===== config.mk =====
export PLATFORM = sky130hd
export DESIGN_NAME = mc_controller
export DESIGN_NICKNAME = d
export VERILOG_FILES = /design/src/rtl/mc_pkg.sv /design/src/rtl/aludec.sv /design/src/rtl/mc_controller.sv
export SDC_FILE = /design/constraint.sdc
export NUM_CORES = 1
export LEC_CHECK = 0
export CORE_AREA = 3 3 44 46
export CTS_CLUSTER_SIZE = 40
export DETAILED_ROUTE_END_ITERATION = 10
export DIE_AREA = 0 0 47 49
export PLACE_DENSITY = 0.74
export SKIP_CTS_REPAIR_TIMING = 1
export SYNTH_ARGS = -nofsm -noshare
export SYNTH_HDL_FRONTEND = slang
export SYNTH_SLANG_ARGS = --single-unit

===== constraint.sdc =====
create_clock -name clk -period 2.1 [get_ports clk]
set_input_delay 0.21 -clock clk [delete_from_list [all_inputs] [get_ports clk]]
set_output_delay 0.21 -clock clk [all_outputs]
set_load 0.005 [all_outputs]

===== src/rtl/mc_pkg.sv =====
`default_nettype none
// ---------------------------------------------------------------------------
// Module   : mc_pkg
// Purpose  : Shared encodings for the multicycle MIPS controller: FSM state
//            enum, ALU control codes, opcodes, funct codes, ALU operand and
//            next-PC select encodings, and the aluop encoding used between
//            the FSM and the ALU decoder.
// Ports    : none (package)
// Revision : 1.0 - initial release
// ---------------------------------------------------------------------------
package mc_pkg;

  typedef enum logic [3:0] {
    S_FETCH   = 4'd0,
    S_DECODE  = 4'd1,
    S_MEMADR  = 4'd2,
    S_MEMRD   = 4'd3,
    S_MEMWB   = 4'd4,
    S_MEMWR   = 4'd5,
    S_RTYPEEX = 4'd6,
    S_RTYPEWB = 4'd7,
    S_BEQEX   = 4'd8,
    S_ADDIEX  = 4'd9,
    S_ADDIWB  = 4'd10,
    S_JEX     = 4'd11
  } state_e;

  // ALU control codes
  localparam logic [3:0] c_alu_and = 4'b0000;
  localparam logic [3:0] c_alu_or  = 4'b0001;
  localparam logic [3:0] c_alu_add = 4'b0010;
  localparam logic [3:0] c_alu_sub = 4'b0110;
  localparam logic [3:0] c_alu_slt = 4'b0111;
  localparam logic [3:0] c_alu_sll = 4'b1000;

  // Opcodes (instr[31:26])
  localparam logic [5:0] c_op_rtype = 6'b000000;
  localparam logic [5:0] c_op_j     = 6'b000010;
  localparam logic [5:0] c_op_beq   = 6'b000100;
  localparam logic [5:0] c_op_addi  = 6'b001000;
  localparam logic [5:0] c_op_lw    = 6'b100011;
  localparam logic [5:0] c_op_sw    = 6'b101011;

  // Funct codes (instr[5:0])
  localparam logic [5:0] c_fn_sll = 6'b000000;
  localparam logic [5:0] c_fn_add = 6'b100000;
  localparam logic [5:0] c_fn_sub = 6'b100010;
  localparam logic [5:0] c_fn_and = 6'b100100;
  localparam logic [5:0] c_fn_or  = 6'b100101;
  localparam logic [5:0] c_fn_slt = 6'b101010;

  // ALU B operand select
  localparam logic [1:0] c_srcb_regb  = 2'b00;
  localparam logic [1:0] c_srcb_four  = 2'b01;
  localparam logic [1:0] c_srcb_imm   = 2'b10;
  localparam logic [1:0] c_srcb_immsh = 2'b11;

  // Next-PC select
  localparam logic [1:0] c_pcsrc_alures = 2'b00;
  localparam logic [1:0] c_pcsrc_aluout = 2'b01;
  localparam logic [1:0] c_pcsrc_jump   = 2'b10;

  // FSM -> ALU decoder operation class
  localparam logic [1:0] c_aluop_add   = 2'b00;
  localparam logic [1:0] c_aluop_sub   = 2'b01;
  localparam logic [1:0] c_aluop_funct = 2'b10;

endpackage : mc_pkg
`default_nettype wire


===== src/rtl/aludec.sv =====
`default_nettype none
// ---------------------------------------------------------------------------
// Module   : aludec
// Purpose  : Combinational ALU decoder. Selects add, subtract or a
//            funct-field decode according to the FSM's aluop.
// Ports    : funct_i      [5:0] instruction funct field
//            aluop_i      [1:0] operation class from the FSM
//            alucontrol_o [3:0] ALU operation code
// Revision : 1.0 - initial release
// ---------------------------------------------------------------------------
module aludec
  import mc_pkg::*;
(
  input  logic [5:0] funct_i,
  input  logic [1:0] aluop_i,
  output logic [3:0] alucontrol_o
);

  always_comb begin
    alucontrol_o = c_alu_add;
    case (aluop_i)
      c_aluop_sub: alucontrol_o = c_alu_sub;
      c_aluop_funct: begin
        // Unknown funct codes fall back to ADD; the write-back still happens.
        case (funct_i)
          c_fn_add: alucontrol_o = c_alu_add;
          c_fn_sub: alucontrol_o = c_alu_sub;
          c_fn_and: alucontrol_o = c_alu_and;
          c_fn_or:  alucontrol_o = c_alu_or;
          c_fn_slt: alucontrol_o = c_alu_slt;
          c_fn_sll: alucontrol_o = c_alu_sll;
          default:  alucontrol_o = c_alu_add;
        endcase
      end
      default: alucontrol_o = c_alu_add;
    endcase
  end

endmodule : aludec
`default_nettype wire


===== src/rtl/mc_controller.sv =====
`default_nettype none
// ---------------------------------------------------------------------------
// Module   : mc_controller
// Purpose  : Moore-FSM control unit for a multicycle MIPS datapath
//            (lw, sw, R-type, beq, addi, j).
// Ports    : clk, reset_n (async active-low)
//            op[5:0], funct[5:0], zero         - instruction fields, ALU flag
//            iord, memwrite, irwrite, regdst,
//            memtoreg, regwrite, alusrca       - datapath controls
//            alusrcb[1:0], pcsrc[1:0]          - operand / next-PC selects
//            pcen                              - PC load enable
//            alucontrol[3:0]                   - ALU operation
// Revision : 1.0 - initial release
// ---------------------------------------------------------------------------
module mc_controller
  import mc_pkg::*;
(
  input  logic       clk,
  input  logic       reset_n,
  input  logic [5:0] op,
  input  logic [5:0] funct,
  input  logic       zero,
  output logic       iord,
  output logic       memwrite,
  output logic       irwrite,
  output logic       regdst,
  output logic       memtoreg,
  output logic       regwrite,
  output logic       alusrca,
  output logic [1:0] alusrcb,
  output logic [1:0] pcsrc,
  output logic       pcen,
  output logic [3:0] alucontrol
);

  state_e     state_q;
  state_e     state_d;

  logic       w_pcwrite;
  logic       w_branch;
  logic       w_irwrite;
  logic       w_regwrite;
  logic       w_memwrite;
  logic [1:0] w_aluop;

  // Next-state logic
  always_comb begin
    state_d = S_FETCH;
    case (state_q)
      S_FETCH: state_d = S_DECODE;
      S_DECODE: begin
        case (op)
          c_op_lw, c_op_sw: state_d = S_MEMADR;
          c_op_rtype:       state_d = S_RTYPEEX;
          c_op_beq:         state_d = S_BEQEX;
          c_op_addi:        state_d = S_ADDIEX;
          c_op_j:           state_d = S_JEX;
          default:          state_d = S_FETCH;
        endcase
      end
      // Only lw and sw reach MEMADR, so anything but sw is a load.
      S_MEMADR:  state_d = (op == c_op_sw) ? S_MEMWR : S_MEMRD;
      S_MEMRD:   state_d = S_MEMWB;
      S_RTYPEEX: state_d = S_RTYPEWB;
      S_ADDIEX:  state_d = S_ADDIWB;
      default:   state_d = S_FETCH;
    endcase
  end

  always_ff @(posedge clk or negedge reset_n) begin
    if (!reset_n) state_q <= S_FETCH;
    else          state_q <= state_d;
  end

  // Moore output decode
  always_comb begin
    iord       = 1'b0;
    w_memwrite = 1'b0;
    w_irwrite  = 1'b0;
    regdst     = 1'b0;
    memtoreg   = 1'b0;
    w_regwrite = 1'b0;
    alusrca    = 1'b0;
    alusrcb    = c_srcb_regb;
    pcsrc      = c_pcsrc_alures;
    w_pcwrite  = 1'b0;
    w_branch   = 1'b0;
    w_aluop    = c_aluop_add;
    case (state_q)
      S_FETCH: begin
        w_irwrite = 1'b1;
        w_pcwrite = 1'b1;
        alusrcb   = c_srcb_four;
      end
      S_DECODE: alusrcb = c_srcb_immsh;
      S_MEMADR, S_ADDIEX: begin
        alusrca = 1'b1;
        alusrcb = c_srcb_imm;
      end
      S_MEMRD: iord = 1'b1;
      S_MEMWR: begin
        iord       = 1'b1;
        w_memwrite = 1'b1;
      end
      S_MEMWB: begin
        w_regwrite = 1'b1;
        memtoreg   = 1'b1;
      end
      S_ADDIWB: w_regwrite = 1'b1;
      S_RTYPEEX: begin
        alusrca = 1'b1;
        w_aluop = c_aluop_funct;
      end
      S_RTYPEWB: begin
        w_regwrite = 1'b1;
        regdst     = 1'b1;
      end
      S_BEQEX: begin
        alusrca  = 1'b1;
        pcsrc    = c_pcsrc_aluout;
        w_branch = 1'b1;
        w_aluop  = c_aluop_sub;
      end
      S_JEX: begin
        w_pcwrite = 1'b1;
        pcsrc     = c_pcsrc_jump;
      end
      default: ;
    endcase
  end

  // State already sits in FETCH during reset; only the side-effecting
  // enables need masking so nothing is written while reset is held.
  assign irwrite  = w_irwrite  & reset_n;
  assign regwrite = w_regwrite & reset_n;
  assign memwrite = w_memwrite & reset_n;
  assign pcen     = (w_pcwrite | (w_branch & zero)) & reset_n;

  aludec u_aludec (
    .funct_i      (funct),
    .aluop_i      (w_aluop),
    .alucontrol_o (alucontrol)
  );

endmodule : mc_controller
`default_nettype wire


==> results of run 1 <==
-- cell families (layout without fill, tap and decap cells) --
| logic type | after synthesis | count (layout) | share of synthesized area [%] |
|---|---|---|---|
| AOI/OAI and AO/OA | 18 | 18 | 25.5 |
| xor gates and xnor gates | 2 | 2 | 3.00 |
| DFF | 4 | 4 | 17.1 |
| buffers and inverters | 11 | 54 | 8.99 |
| adders and majority gates | 2 | 2 | 4.28 |
| and+or+nand+nor | 41 | 41 | 41.1 |
-- per-stage QoR --
step | power [mW] | setup WS [ps]
after CTS | 0.722 | -393
final | 0.718 | 6.78
after floorplan | 0.364 | 250
after global routing | 0.782 | -81.5
after detailed placement | 0.619 | -149
after global placement | 0.611 | -62.0
-- cells in the mapped netlist, drive strengths merged --
| master | count | share of area (%) |
|---|---|---|
| nor2 | 8 | 5.1 |
| inv | 7 | 4.5 |
| nand2 | 7 | 4.5 |
| nor3 | 5 | 4.3 |
| buf | 4 | 4.5 |
| dfrtp | 4 | 17 |
| a21oi | 3 | 2.6 |
| and3 | 3 | 3.2 |
| nor2b | 3 | 3.2 |
| nor3b | 3 | 3.9 |
| or3 | 3 | 4.9 |
| a31oi | 2 | 2.1 |
| ha | 2 | 4.3 |
| nand2b | 2 | 2.1 |
| nand4 | 2 | 2.1 |
| o21ai | 2 | 1.7 |
| a2111oi | 1 | 4.7 |
| a211o | 1 | 1.5 |
| a211oi | 1 | 1.3 |
| a221oi | 1 | 1.5 |
| a32oi | 1 | 1.5 |
| and3b | 1 | 1.5 |
| and4b | 1 | 1.7 |
| nand3 | 1 | 0.86 |
| nor4 | 1 | 1.1 |
| nor4b | 1 | 2.6 |
| o2111ai | 1 | 1.5 |
| o211ai | 1 | 1.3 |
| o21bai | 1 | 1.3 |
| o221ai | 1 | 1.5 |
| o31a | 1 | 1.5 |
| o32ai | 1 | 1.5 |
| xnor2 | 1 | 1.5 |
| xor2 | 1 | 1.5 |
-- path summary, 6_finish.rpt --
path                       slack, ps       start  depth (start not counted)            end
hold reg to reg                  700  state_q[0]                          2     state_q[0]
hold / removal                   320     reset_n                          2     state_q[2]
max in group asynchronous       1680     reset_n                          2     state_q[3]
setup / recovery                   7  state_q[3]                          8  alucontrol[2]
setup reg to reg                 730  state_q[3]                          4     state_q[1]
min in group clk                 680       op[2]                          2     state_q[2]
-- power by group through the flow --
| stage | Sequential, mW | Combinational [mW] | Clock [mW] |
|---|---|---|---|
| 3_5_place_dp | 0.126 | 0.493 | 0 |
| 5_1_grt | 0.133 | 0.547 | 0.103 |
| 2_1_floorplan | 0.119 | 0.246 | 0 |
| 3_3_place_gp | 0.124 | 0.487 | 0 |
| 4_1_cts | 0.125 | 0.496 | 0.101 |
| 6_report | 0.128 | 0.495 | 0.0951 |
-- metal layers --
layer / global-route usage, % / vias to the layer above / wire length (µm)
met1: 18.6 / 330 / 738
met2: 26.7 / 28 / 985
li1: - / 377 / -
met4: 6.91 / 0 / 18
met3: 1.85 / 2 / 129
met5: 0 / - / 0
-- worst max-delay path: stages (launching register included) --
cell and delay (ps):
dfrtp_1 380, nand2b_4 150, or3_4 330, inv_1 70, ha_2 170, nor2b_4 170
a31oi_2 110, nor2_1 140, clkbuf_2 130
-- final cells by class --
cell class                      instances  area, µm²
Clock buffer                            3       22.5
Inverter                                7       26.3
Sequential cell                         4        100
Timing Repair Buffer                   44        395
Multi-Input combinational cell         63        468
Tap cell                               16       20.0
Fill cell                             147        509
==> Implementation_results.wiki, run 1 <==
{| class="wikitable"
! Metric !! Value
|-
| Commonest cells after routing, fill and taps aside || clkdlybuf4s50_1, buf_4, nand2_1, nor2_1, inv_1
|-
| Final net count || 140
|-
| Critical path class || flip-flop to output pin
|-
| Share of total power in the clock network || 13.2%
|-
| Hold Path Class || primary input to async pin
|-
| Synth unique cells || 37
|-
| Number of max-slew violations in the final report || 0
|-
| Part of the power in registers || 17.9%
|-
| Count of pins on the block boundary || 31
|-
| Count of warnings emitted by yosys || 0
|-
| Arrival time of the worst setup path || around 1900 ps
|-
| CP startpoint kind || flip-flop
|-
| Area growth from synthesis to final layout || 76.7%
|-
| Share of power burned in combinational logic || ~70%
|-
| Clock slew at reported path FFs || 40 ps
|-
| Psw || 0.276 mW
|-
| Clock period minus worst slack || 2090 ps
|-
| Post-route design area || about 1000 µm²
|-
| Maximum VDD drop || 0.000504 V
|-
| Maximum number of pins on one net before global-route repair || 13
|-
| Number of inserted diodes || 0
|-
| Number of buffers on the longest clock path || 2
|-
| Pre-Repair DR Iteration Count || 4
|-
| Via count of the routed design || approximately 740
|-
| Transition time at the pin with the least slew margin || between 300 and 400 ps
|-
| Core region area || 1540 µm²
|-
| Height of the die || 49 µm
|-
| Sw Share || 38.4%
|-
| GR Util All Layers || 15.7%
|-
| Deepest level of the CTS H-tree || 1
|-
| Final Core Density || 67.0%
|-
| Final setup fails || 0
|-
| Most frequent standard cell in the layout excluding fill and tap cells || clkdlybuf4s50_1
|-
| Post-route DRC || 0
|-
| Result of the run || complete, no violations
|-
| Max FFs per register || 4
|-
| Registers with the highest flip-flop counts || state_q x4
|-
| Total wirelength of the detailed-routed design || 1870 µm
|-
| Post-DR vias/cell || 5.38
|-
| Count of final hold-check violations || 0
|-
| Sequential area share after synthesis || 17.1%
|-
| Post-synthesis instance area || 584 µm²
|-
| Initial Utilization || 37.9%
|-
| Worst hold-check slack || 319 ps
|-
| Total power divided by cell area || 696 nW/µm²
|-
| TritonCTS sink count || 4
|-
| Leakage power summed over all cells || about 0.48 nW
|-
| Buffers on Ports || 30
|-
| Clock insertion delay at the later pin of the skew report || roughly 240 ps
|-
| Reg with most FFs || state_q
|-
| Row count || 14
|-
| Clock Root Buffer || clkbuf_4
|-
| DR WL/cell || 13.7 µm
|-
| Synthesized Nets || 95
|-
| FF+latch count, synth || 4
|-
| Initial antenna violation count || 0
|-
| Remaining global-route overflow || 0
|-
| Final period util || about 100%
|-
| Total clock buffers created by CTS || 3
|-
| First-pass GRT wire length || 2770 µm
|-
| TritonCTS clock tree || yes
|-
| Data required time at the worst endpoint || 1890 ps
|-
| Worst Clk Skew || 5.53 ps
|-
| MaxCap Viol Count || 0
|-
| Die area || about 2300 µm²
|-
| Placed cell area || 983 µm²
|-
| Number of instances in the placed design || between 100 and 150
|-
| Via count of the first global-routing pass || 685
|-
| Die W || 47 µm
|-
| Internal power consumption || ~0.44 mW
|-
| Detail Route Antenna Nets || 0
|-
| Remaining max-slew budget at the tightest pin || 78.2%
|-
| Non-filler instance count after layout || 137
|-
| Crit Path Max Fanout || 3
|-
| RSZ-0062 raised after global routing || yes
|-
| Synth Area per Inst || roughly 7.5 µm²
|-
| Gate count after technology mapping || slightly below 80
|-
| Dpl hpwl || 1400 µm
|-
| Number of design-rule violations left by the first detailed-router iteration || 9
|-
| Setup TNS after final layout || 0 ps
|-
| Capturing element type of the critical path || output pin
|-
| Fraction of layout instances using a drive strength above 1 || 27.3%
|-
| Highest clock rate || 478 MHz
|-
| Final GP Congestion || 0.817
|}
Note: power is estimated with default switching activity, not from simulation.
==> run 2: changes to the inputs <==
--- a/config.mk
+++ b/config.mk
@@ -5,11 +5,12 @@
 export SDC_FILE = /design/constraint.sdc
 export NUM_CORES = 1
 export LEC_CHECK = 0
-export CORE_AREA = 3 3 44 46
+export CAP_MARGIN = 25
+export CORE_AREA = 2 2 41 43
 export CTS_CLUSTER_SIZE = 40
 export DETAILED_ROUTE_END_ITERATION = 10
-export DIE_AREA = 0 0 47 49
-export PLACE_DENSITY = 0.74
+export DIE_AREA = 0 0 43 45
+export PLACE_DENSITY = 0.81
 export SKIP_CTS_REPAIR_TIMING = 1
 export SYNTH_ARGS = -nofsm -noshare
 export SYNTH_HDL_FRONTEND = slang
==> constraint.sdc (replaced) <==
create_clock -name clk -period 2.67 [get_ports clk]
set_input_delay 0.267 -clock clk [delete_from_list [all_inputs] [get_ports clk]]
set_output_delay 0.267 -clock clk [all_outputs]
set_load 0.005 [all_outputs]
==> Implementation_results.wiki, run 2 (synthesis results as in run 1) <==
{| class="wikitable"
! Metric !! Value
|-
| Clock insertion delay at the later pin of the skew report || 240 ps
|-
| Maximum VDD drop || 0.000347 V
|-
| Count of final hold-check violations || 0
|-
| Die area || just under 2000 µm²
|-
| Worst hold-check slack || 252 ps
|-
| Count of pins on the block boundary || 31
|-
| Post-DR vias/cell || 5.53
|-
| Reg with most FFs || state_q
|-
| Hold Path Class || primary input to async pin
|-
| Detail Route Antenna Nets || 0
|-
| Crit Path Max Fanout || 7
|-
| Result of the run || complete, no violations
|-
| GR Util All Layers || 19.2%
|-
| Final setup fails || 0
|-
| Leakage power summed over all cells || 0.363 nW
|-
| Area growth from synthesis to final layout || 64.0%
|-
| Final period util || 95.5%
|-
| Critical path class || flip-flop to output pin
|-
| Dpl hpwl || ~1300 µm
|-
| Height of the die || between 40 and 50 µm
|-
| Deepest level of the CTS H-tree || 1
|-
| TritonCTS clock tree || yes
|-
| Ordered cell list for the critical path || inv_2 -> or3_1 -> inv_1 -> ha_1 -> nor2b_2 -> nand2_1 -> nor3_2 -> clkdlybuf4s50_1
|-
| Highest clock rate || 392 MHz
|-
| Die W || 43 µm
|-
| Post-route DRC || 0
|-
| Initial antenna violation count || 0
|-
| Remaining max-slew budget at the tightest pin || 80.0%
|-
| Max FFs per register || 4
|-
| Total power divided by cell area || 570 nW/µm²
|-
| Worst reg2reg path startpoint || state_q[0]
|-
| Clock period minus worst slack || 2550 ps
|-
| Family of cells with the greatest summed delay on the critical path || simple AND/OR/NAND/NOR gates
|-
| Buffers on Ports || 30
|-
| Commonest cells after routing, fill and taps aside || clkdlybuf4s50_1, nor2_1, nand2_1
|-
| Via count of the first global-routing pass || 682
|-
| Launch point of the critical path || state_q[1]
|-
| Remaining global-route overflow || 0
|-
| Pre-Repair DR Iteration Count || 3
|-
| Final net count || about 130
|-
| Clock slew at reported path FFs || approximately 40 ps
|-
| Initial Utilization || 39.7%
|-
| Total clock buffers created by CTS || 3
|-
| First-pass GRT wire length || 2790 µm
|-
| Number of design-rule violations left by the first detailed-router iteration || 10
|-
| Number of max-slew violations in the final report || 0
|-
| CP startpoint kind || flip-flop
|-
| Worst Clk Skew || 5.60 ps
|-
| Most frequent standard cell in the layout excluding fill and tap cells || clkdlybuf4s50_1
|-
| Transition time at the pin with the least slew margin || 299 ps
|-
| MaxCap Viol Count || 0
|-
| Capturing element type of the critical path || output pin
|-
| Data required time at the worst endpoint || 2400 ps
|-
| TritonCTS sink count || 4
|-
| Number of buffers on the longest clock path || 2
|-
| Largest incremental delay on the critical path || 520 ps
|-
| Total wirelength of the detailed-routed design || 1750 µm
|-
| DR WL/cell || 13.7 µm
|-
| Registers with the highest flip-flop counts || state_q x4
|-
| Fraction of layout instances using a drive strength above 1 || 14.3%
|-
| Arrival time of the worst setup path || 2280 ps
|-
| Number of buffers and inverters on the critical path || 3
|-
| Maximum number of pins on one net before global-route repair || 14
|-
| Final GP Congestion || 0.811
|-
| Via count of the routed design || 708
|-
| Number of inserted diodes || 0
|-
| Power Total || 0.547 mW
|-
| Clock Root Buffer || clkbuf_4
|-
| Row count || 14
|-
| Core region area || 1470 µm²
|-
| Max stage delay cell, worst path || clkdlybuf4s50_1
|}
run 2: layout make-up:
cell class | instances | area (µm²)
Fill cell | 128 | 513
Multi-Input combinational cell | 63 | 448
Timing Repair Buffer | 35 | 340
Sequential cell | 4 | 101
Inverter | 7 | 26.3
Clock buffer | 3 | 22.5
Tap cell | 16 | 20.0
run 2: through the flow:
| step | TNS (ps) | util, % | setup WS, ps | instances | instance area (µm²) |
|---|---|---|---|---|---|
| after floorplan | 0 | - | 763 | 78 | 584 |
| after global placement | 0 | 61.7 | 287 | 124 | 908 |
| after detailed placement | 0 | 61.7 | 166 | 124 | 908 |
| after CTS | -181 | 63.3 | -96.1 | 127 | 931 |
| after global routing | -41.0 | 65.1 | -41.0 | 128 | 958 |
| final | 0 | 65.1 | 121 | 128 | 958 |
run 2: power by group:
part | internal (mW) | switching, mW
sequential | 0.0792 | 0.0262
combinational | 0.199 | 0.165
clock | 0.0505 | 0.0272
total | 0.329 | 0.218
run 2: final timing paths:
check / slack [ps] / end / cells past startpoint
setup / recovery: 120 / alucontrol[3] / 8
hold / removal: 250 / state_q[3] / 1
setup reg to reg: 1360 / state_q[2] / 4
hold reg to reg: 630 / state_q[0] / 2
max in group asynchronous: 2210 / state_q[1] / 1
min in group clk: 630 / state_q[0] / 2
run 2: layer usage:
metal / global-route usage [%] / vias to the layer above / part of all wire [%]
met1: 20.9 / 311 / 39
met3: 4.00 / 5 / 5.3
met5: 0 / - / 0
met2: 35.5 / 32 / 53
met4: 9.70 / 0 / 2.3
li1: - / 360 / -
